$ cat config.mk
export PLATFORM = sky130hd
export DESIGN_NAME = fixed_divide_hs
export DESIGN_NICKNAME = d
export VERILOG_FILES = /design/src/rtl/fixed_divide_hs.sv
export SDC_FILE = /design/constraint.sdc
export NUM_CORES = 1
export LEC_CHECK = 0
export ABC_AREA = 1
export BUFFER_PORTS_ARGS = -buffer_cell sky130_fd_sc_hd__buf_2
export CORE_MARGIN = 4
export CORE_UTILIZATION = 64
export CTS_CLUSTER_DIAMETER = 30
export DETAILED_ROUTE_END_ITERATION = 8
export PLACE_DENSITY = 0.95
export SLEW_MARGIN = 20
export SYNTH_ARGS = -nofsm -noshare
export SYNTH_HDL_FRONTEND = slang
export SYNTH_SLANG_ARGS = --single-unit
$ cat constraint.sdc
create_clock -name clock -period 4.2 [get_ports clock]
set_clock_uncertainty 0.1 [all_clocks]
set_input_delay 0.63 -clock clock [delete_from_list [all_inputs] [get_ports clock]]
set_output_delay 0.63 -clock clock [all_outputs]
set_load 0.1 [all_outputs]
$ cat src/rtl/fixed_divide_hs.sv
// Iterative signed fixed-point divider with valid/ready handshakes on both sides.
// Restoring division produces one raw quotient bit per cycle; a single FIX cycle rounds and saturates.
module fixed_divide_hs #(
  parameter int DATA_WIDTH = 32,
  parameter int FRAC_BITS  = 10,
  parameter int ROUND      = 1,
  parameter int TAG_WIDTH  = 8
) (
  input  logic                  clock,
  input  logic                  reset_n,
  input  logic                  in_valid,
  output logic                  in_ready,
  input  logic [DATA_WIDTH-1:0] dividend,
  input  logic [DATA_WIDTH-1:0] divisor,
  input  logic [TAG_WIDTH-1:0]  in_tag,
  output logic                  out_valid,
  input  logic                  out_ready,
  output logic [DATA_WIDTH-1:0] quotient,
  output logic [TAG_WIDTH-1:0]  out_tag,
  output logic                  div_zero,
  output logic                  overflow
);

  localparam int ITER = DATA_WIDTH + FRAC_BITS + 1;
  localparam int CW   = $clog2(ITER + 1);

  localparam logic [1:0] S_IDLE = 2'd0;
  localparam logic [1:0] S_CALC = 2'd1;
  localparam logic [1:0] S_FIX  = 2'd2;
  localparam logic [1:0] S_DONE = 2'd3;

  localparam logic [DATA_WIDTH-1:0] Q_MAX   = {1'b0, {(DATA_WIDTH-1){1'b1}}};
  localparam logic [DATA_WIDTH-1:0] Q_MIN   = {1'b1, {(DATA_WIDTH-1){1'b0}}};
  localparam logic [ITER-1:0]       POS_LIM = {{(ITER-DATA_WIDTH+1){1'b0}}, {(DATA_WIDTH-1){1'b1}}};
  localparam logic [ITER-1:0]       NEG_LIM = POS_LIM + 1'b1;

  logic [1:0]            state;
  logic [CW-1:0]         iter_cnt;
  logic [ITER-1:0]       qx;        // numerator bits shift out the top, quotient bits shift in the bottom
  logic [DATA_WIDTH:0]   rem;
  logic [DATA_WIDTH-1:0] dvs_mag;
  logic                  sign_r;
  logic                  dvd_neg;
  logic                  dz_r;
  logic [TAG_WIDTH-1:0]  tag_r;

  logic [DATA_WIDTH-1:0] dvd_abs;
  logic [DATA_WIDTH-1:0] dvs_abs;
  logic [DATA_WIDTH:0]   rem_shift;
  logic                  geq;
  logic [ITER-1:0]       mag;
  logic [DATA_WIDTH-1:0] fix_q;
  logic                  fix_ov;

  assign in_ready  = (state == S_IDLE);
  assign out_valid = (state == S_DONE);

  // Magnitudes are taken as unsigned, so |-2^(W-1)| wraps to exactly 2^(W-1).
  assign dvd_abs = dividend[DATA_WIDTH-1] ? (~dividend + 1'b1) : dividend;
  assign dvs_abs = divisor[DATA_WIDTH-1]  ? (~divisor + 1'b1)  : divisor;

  assign rem_shift = {rem[DATA_WIDTH-1:0], qx[ITER-1]};
  assign geq       = (rem_shift >= {1'b0, dvs_mag});

  // Qx >> 1 clears the top bit, so adding the rounding bit cannot wrap.
  assign mag = (qx >> 1) + ((ROUND != 0) ? {{(ITER-1){1'b0}}, qx[0]} : {ITER{1'b0}});

  always_comb begin
    // NOTE: every always_comb output gets a default first so no path leaves it unassigned (no latch).
    fix_q  = '0;
    fix_ov = 1'b0;
    if (dz_r) begin
      fix_q = dvd_neg ? Q_MIN : Q_MAX;
    end else if (!sign_r && (mag > POS_LIM)) begin
      fix_q  = Q_MAX;
      fix_ov = 1'b1;
    end else if (sign_r && (mag > NEG_LIM)) begin
      fix_q  = Q_MIN;
      fix_ov = 1'b1;
    end else begin
      fix_q = sign_r ? (~mag[DATA_WIDTH-1:0] + 1'b1) : mag[DATA_WIDTH-1:0];
    end
  end

  // Divide-by-zero skips CALC but still resolves in FIX, giving the output registers one write point.
  always_ff @(posedge clock or negedge reset_n) begin
    // NOTE: sequential state uses non-blocking assignments; the datapath registers are reset too so
    // an aborted operation leaves nothing stale behind.
    if (!reset_n) begin
      state    <= S_IDLE;
      iter_cnt <= '0;
      qx       <= '0;
      rem      <= '0;
      dvs_mag  <= '0;
      sign_r   <= 1'b0;
      dvd_neg  <= 1'b0;
      dz_r     <= 1'b0;
      tag_r    <= '0;
      quotient <= '0;
      out_tag  <= '0;
      div_zero <= 1'b0;
      overflow <= 1'b0;
    end else begin
      case (state)
        S_IDLE: begin
          if (in_valid) begin
            sign_r   <= dividend[DATA_WIDTH-1] ^ divisor[DATA_WIDTH-1];
            dvd_neg  <= dividend[DATA_WIDTH-1];
            dvs_mag  <= dvs_abs;
            tag_r    <= in_tag;
            qx       <= {dvd_abs, {(FRAC_BITS+1){1'b0}}};
            rem      <= '0;
            iter_cnt <= '0;
            dz_r     <= (divisor == '0);
            state    <= (divisor == '0) ? S_FIX : S_CALC;
          end
        end
        S_CALC: begin
          rem      <= geq ? (rem_shift - {1'b0, dvs_mag}) : rem_shift;
          qx       <= {qx[ITER-2:0], geq};
          iter_cnt <= iter_cnt + 1'b1;
          if (iter_cnt == CW'(ITER - 1)) state <= S_FIX;
        end
        S_FIX: begin
          quotient <= fix_q;
          overflow <= fix_ov;
          div_zero <= dz_r;
          out_tag  <= tag_r;
          state    <= S_DONE;
        end
        default: begin
          if (out_ready) state <= S_IDLE;
        end
      endcase
    end
  end

endmodule

Word level (Yosys, flattened, before mapping)
Cells that the tools add are included.
{"block": "word_totals", "input_bits": 76, "reg_bits": 168, "output_inout_bits": 44}
{"block": "classes", "addsub": 6, "bitwise": 4, "magnitude_cmp": 3, "n_eq_ne": 6, "mux": 22, "n_reduce_logical": 10}
{"operator": "32-bit two-way mux", "count": 9}
{"operator": "32-bit by 1-bit adder with 32-bit output, second input constant", "count": 3}
{"operator": "32-bit inverter", "count": 3}
{"operator": "43-bit case mux with 2 select lines", "count": 1}
{"operator": "32-bit case mux with 2 select lines", "count": 1}
{"operator": "42-bit by 1-bit adder with 43-bit output", "count": 1}
{"operator": "43-bit by 31-bit greater-than comparator with 1-bit output, second input constant", "count": 1}
{"operator": "43-bit by 32-bit greater-than comparator with 1-bit output, second input constant", "count": 1}
{"operator": "43-bit two-way mux", "count": 1}
{"operator": "33-bit by 32-bit >= comparator with 1-bit output", "count": 1}
{"operator": "32-bit logical NOT", "count": 1}
{"operator": "32-bit subtractor", "count": 1}
{"operator": "6-bit case mux with 2 select lines", "count": 1}
{"operator": "2-bit two-way mux", "count": 4}
{"operator": "6-bit by 1-bit adder with 6-bit output, second input constant", "count": 1}
{"operator": "6-bit == test, second input constant", "count": 1}
{"operator": "6-bit two-way mux", "count": 1}
{"operator": "2-bit case mux with 3 select lines", "count": 1}
{"operator": "2-bit == test, second input constant", "count": 2}
{"operator": "2-bit != test, second input constant", "count": 2}
{"operator": "2-bit AND reduction", "count": 2}
{"operator": "4-bit nonzero test", "count": 1}
{"operator": "1-bit two-way mux", "count": 3}
{"operator": "3-bit AND reduction", "count": 1}
{"operator": "6 further kinds", "count": 7}

Logic depth before layout (Yosys ltp)
{"block": "logic_depth", "depth_word": 7, "ltp_mapped": 21}

Worst setup path after synthesis
No wires, ideal clock.
{"block": "synth_timing", "path_type": "register to register", "from": "register state[1]", "to": "register rem[10]", "arrival_time_ps": 2643, "period_less_slack_ps": 2866, "path_buffers": 1, "required_ps": 3977, "path_slack_ps": 1334, "setup_ps": 123, "stages_incl_launch_ff": 11, "path_cell_list": "dfrtp_1 -> inv_1 -> ha_1 -> inv_1 -> a21oi_1 -> nor2_1 -> inv_1 -> clkbuf_1 -> a21oi_1 -> o21ai_0 -> nand2_1"}
{"block": "synth_between", "elab_chain_cells": 3, "word_cells_on_any_way": 6, "classes_between": "eq/ne (2); mux (1); reduce/logical (3)"}
{"item": "from (decl)", "line": "37", "text": "logic [1:0] state;"}
{"item": "from (signal assigned)", "line": "115", "text": "state <= (divisor == '0) ? S_FIX : S_CALC;"}
{"item": "2-bit logical NOT (*)"}
{"item": "net in_ready", "line": "12", "text": "output logic in_ready,"}
{"item": "2-bit != test (no source line) / 2-bit nonzero test (equally long branches)"}
{"item": "2-bit AND reduction (no source line)"}
{"item": "to (signal assigned)", "line": "119", "text": "rem <= geq ? (rem_shift - {1'b0, dvs_mag}) : rem_shift;"}
{"item": "to (decl)", "line": "40", "text": "logic [DATA_WIDTH:0] rem;"}
The timed path passes the listed nets; every way through them passes the cells marked *.
A chain may end at the register's enable or synchronous reset.

Final worst setup path
{"block": "layout_timing", "from": "register rem[1]", "to": "register rem[1]"}
{"block": "layout_between", "elab_chain_cells": 3}
{"item": "33-bit by 32-bit >= comparator with 1-bit output", "line": "63", "text": "assign geq = (rem_shift >= {1'b0, dvs_mag});"}
{"item": "32-bit two-way mux", "line": "119"}
{"item": "32-bit case mux with 2 select lines", "line": "104", "text": "case (state)"}
Every way passes these cells.

==> results.md <==
- Final Hold Fails: 0
- First-pass GRT wire length: between 60000 and 70000 um
- Clock sinks: 168
- Die width: 151 um
- Power per cell area: 889 nW/um^2
- Die Y: between 150 and 200 um
- CP required: 4.48 ns
- RD Place Congestion: about 0.99
- DRT iter0 DRCs: 1012
- Max frequency: 276 MHz
- Pin count of the biggest net entering global routing: 90
- Final setup margin: just under 0.6 ns
- CTS tree: built
- Sequential-to-total area share from yosys stat: 32.1%
- H-tree depth: 4
- Routed length per placed instance: 16.5 um
- Drt via density: 5.77
- Synthesis-to-finish area growth: 10.6%
- P_leak: 7.34 nW
- Syn_nets: 2129
- Final Util: between 70% and 80%
- TritonRoute pass-1 iters: 5
- Number of diodes: 0
- Min Tclk post-route: about 3.6 ns
- Setup-failing EPs final: 0
- Final Cycle Share: 86.2%
- Critical path class: register to register
- Initial antenna violation count: 0
- Mapped Area: approximately 13000 um^2
- RSZ-0062 raised after global routing: no
- Post-cts resize count: 0
- TNS Setup: 0 ns
- Fin. max-slew vios: 0
- Rel. slew slack: between 30% and 40%
- Synth async-reset ratio: 100%
- Core area: 20200 um^2
- Via count: between 10000 and 15000
- Clock Tree Root: clkbuf_16
- Least-Margin Pin Slew: 0.991 ns
- Synthesis Warnings: 0
- Hold Crit Class: primary input to asynchronous set/reset pin
- Status: finished, final reports clean
- Layout cells sized above 1: 10.5%
- Post-route ant nets: 0
- Post-synth EDFFs: 0
- CP max FO: 19
- Setup Fix Bufs, Post-CTS: 0
- Mapped Cells: ~2000
- WP data arrival: 3.90 ns
- Mean Syn Cell Area: approximately 6.5 um^2
- TritonCTS buffer count: 17
- Total grt overflow: 0
- Die area: ~23000 um^2
- Clk_lat worst skew: 0.45 ns
- Clock buffer depth: 2
- Worst r2r path cells: 17
- Drt drc: 0
- Final wirelength: between 30000 and 40000 um
- Clk slew on worst S/H paths: 0.08 ns
- Nets: 2218
- Critical path startpoint category: register
- Ys flop type: dfrtp_1
- # rows: 52
- Hold buffers post-CTS: 0
- FF+latch count, synth: 168
- Setup crit end kind: register
- Hpwl dp: 29800 um
- Starting Density: 65.0%
- Worst Setup SP: rem[1]
- Vias in the first global route: 13100
- Maximum VDD drop: ~740 uV
- Port Buffers: between 100 and 150
- R2R Path Start: rem[1]
- Top-level I/O count: between 100 and 150
- Number of library cell types mapped by synthesis: 50
- Total GRT Usage: 34.3%
- Setup WS pre-CTS: 0.696 ns
- Max Cap Violations: 0
==> per-stage QoR <==
step           instance area (um^2)  hold WS, ns  std cells  total power [mW]
5_1_grt                       14500        0.230       2379              13.8
4_1_cts                       14500        0.210       2379              12.8
6_report                      14500        0.154       2379              12.9
2_1_floorplan                 13100        0.234       2007              9.17
3_3_place_gp                  13900        0.350       2347              10.9
3_5_place_dp                  13900        0.359       2347              11.1
==> cell usage in the layout, fill, tap and decap left out, types with 8 or more instances in the layout <==
master and count:
buf_2 118, nand3_2 9, o22ai_1 13, buf_4 13, ha_1 45, nand2_1 662, or2_2 9, clkbuf_16 17
o211ai_1 24, a21oi_1 70, nor2_2 8, xor2_1 64, nor4_1 8, nand2_2 8, nor3_1 27, nand4_1 20
xnor2_1 34, o21ai_0 161, inv_1 187, nor2_1 214, nand3_1 146, dfrtp_1 168
==> area by class of cell <==
cell class / count / area (um^2)
Clock buffer: 18 / 439
Clock inverter: 14 / 156
Multi-Input combinational cell: 1578 / 7890
Inverter: 198 / 744
Fill cell: 1719 / 5680
Timing Repair Buffer: 133 / 719
Sequential cell: 168 / 4200
Tap cell: 270 / 338
==> flip-flops by register name (all words and copies together) (netlist names) <==
signal / count
qx: 43
dvs_mag: 32
quotient: 32
rem: 32
out_tag: 8
tag_r: 8
iter_cnt: 6
state: 2
div_zero: 1
dvd_neg: 1
dz_r: 1
overflow: 1
sign_r: 1
==> cell usage after synthesis (6+ instances only) <==
library cell	n	area, um^2
nand2_1	663	2490
nor2_1	215	807
inv_1	187	702
dfrtp_1	168	4200
o21ai_0	161	806
nand3_1	146	731
a21oi_1	71	355
xor2_1	64	561
ha_1	45	563
clkbuf_1	43	161
xnor2_1	34	298
nor3_1	27	135
o211ai_1	24	180
nand4_1	20	125
o22ai_1	13	81.3
buf_2	11	55.1
nand3_2	9	90.1
or2_2	9	56.3
nor4_1	8	50.1
inv_2	7	26.3
nand2_2	7	43.8
nor2_2	7	43.8
a31oi_1	6	37.5
buf_1	6	22.5
nor2_4	6	67.6
==> critical path, stage by stage, from the launching register on <==
cell and delay [ns]:
dfrtp_1 0.41, ha_1 0.39, nand2_1 0.11, o21ai_1 0.27
nand3_1 0.13, nand2_1 0.12, nand2_1 0.07, nand2_1 0.10
nand2_1 0.06, nand2_1 0.15, nand4_1 0.13, nand2_1 0.10
nand2_1 0.05, nand2_1 0.47, clkinv_1 0.50, o21ai_0 0.27
nand2_1 0.07, nand2_1 0.06
==> power breakdown <==
part / leakage (nW) / switching (mW) / internal [mW]
Combinational: 4.92 / 6.04 / 2.28
Clock: 0.289 / 0.806 / 0.814
Sequential: 2.13 / 0.612 / 2.33
==> worst paths after layout <==
path	end	slack [ns]
worst max-delay path	rem[1]	0.58
worst min-delay path	qx[32]	0.15
worst max register to register	rem[1]	0.58
worst min register to register	out_tag[7]	0.38
max in group asynchronous	dvs_mag[17]	2.87
min in group clock	tag_r[5]	0.27
==> per-layer routing <==
metal | wire length (um) | global-route usage (%) | part of all wire, %
met5 | 0 | 0 | 0
met4 | 1990 | 16.8 | 5.1
met3 | 2290 | 4.97 | 5.8
met2 | 19500 | 60.6 | 50
met1 | 15400 | 40.8 | 39
==> cell families (layout without fill, tap and decap cells) <==
logic type               after synthesis  after routing  share of synthesized area, %
flip-flops                           168            168                          32.1
buffers and inverters                261            363                          7.76
AO/OA/AOI/OAI                        300            300                          12.6
AND/OR/NAND/NOR                     1133           1133                          36.4
adder cells (fa/ha/maj)               46             46                          4.45
XOR/XNOR                              99             99                          6.68
Note: power is estimated with default switching activity, not from simulation.
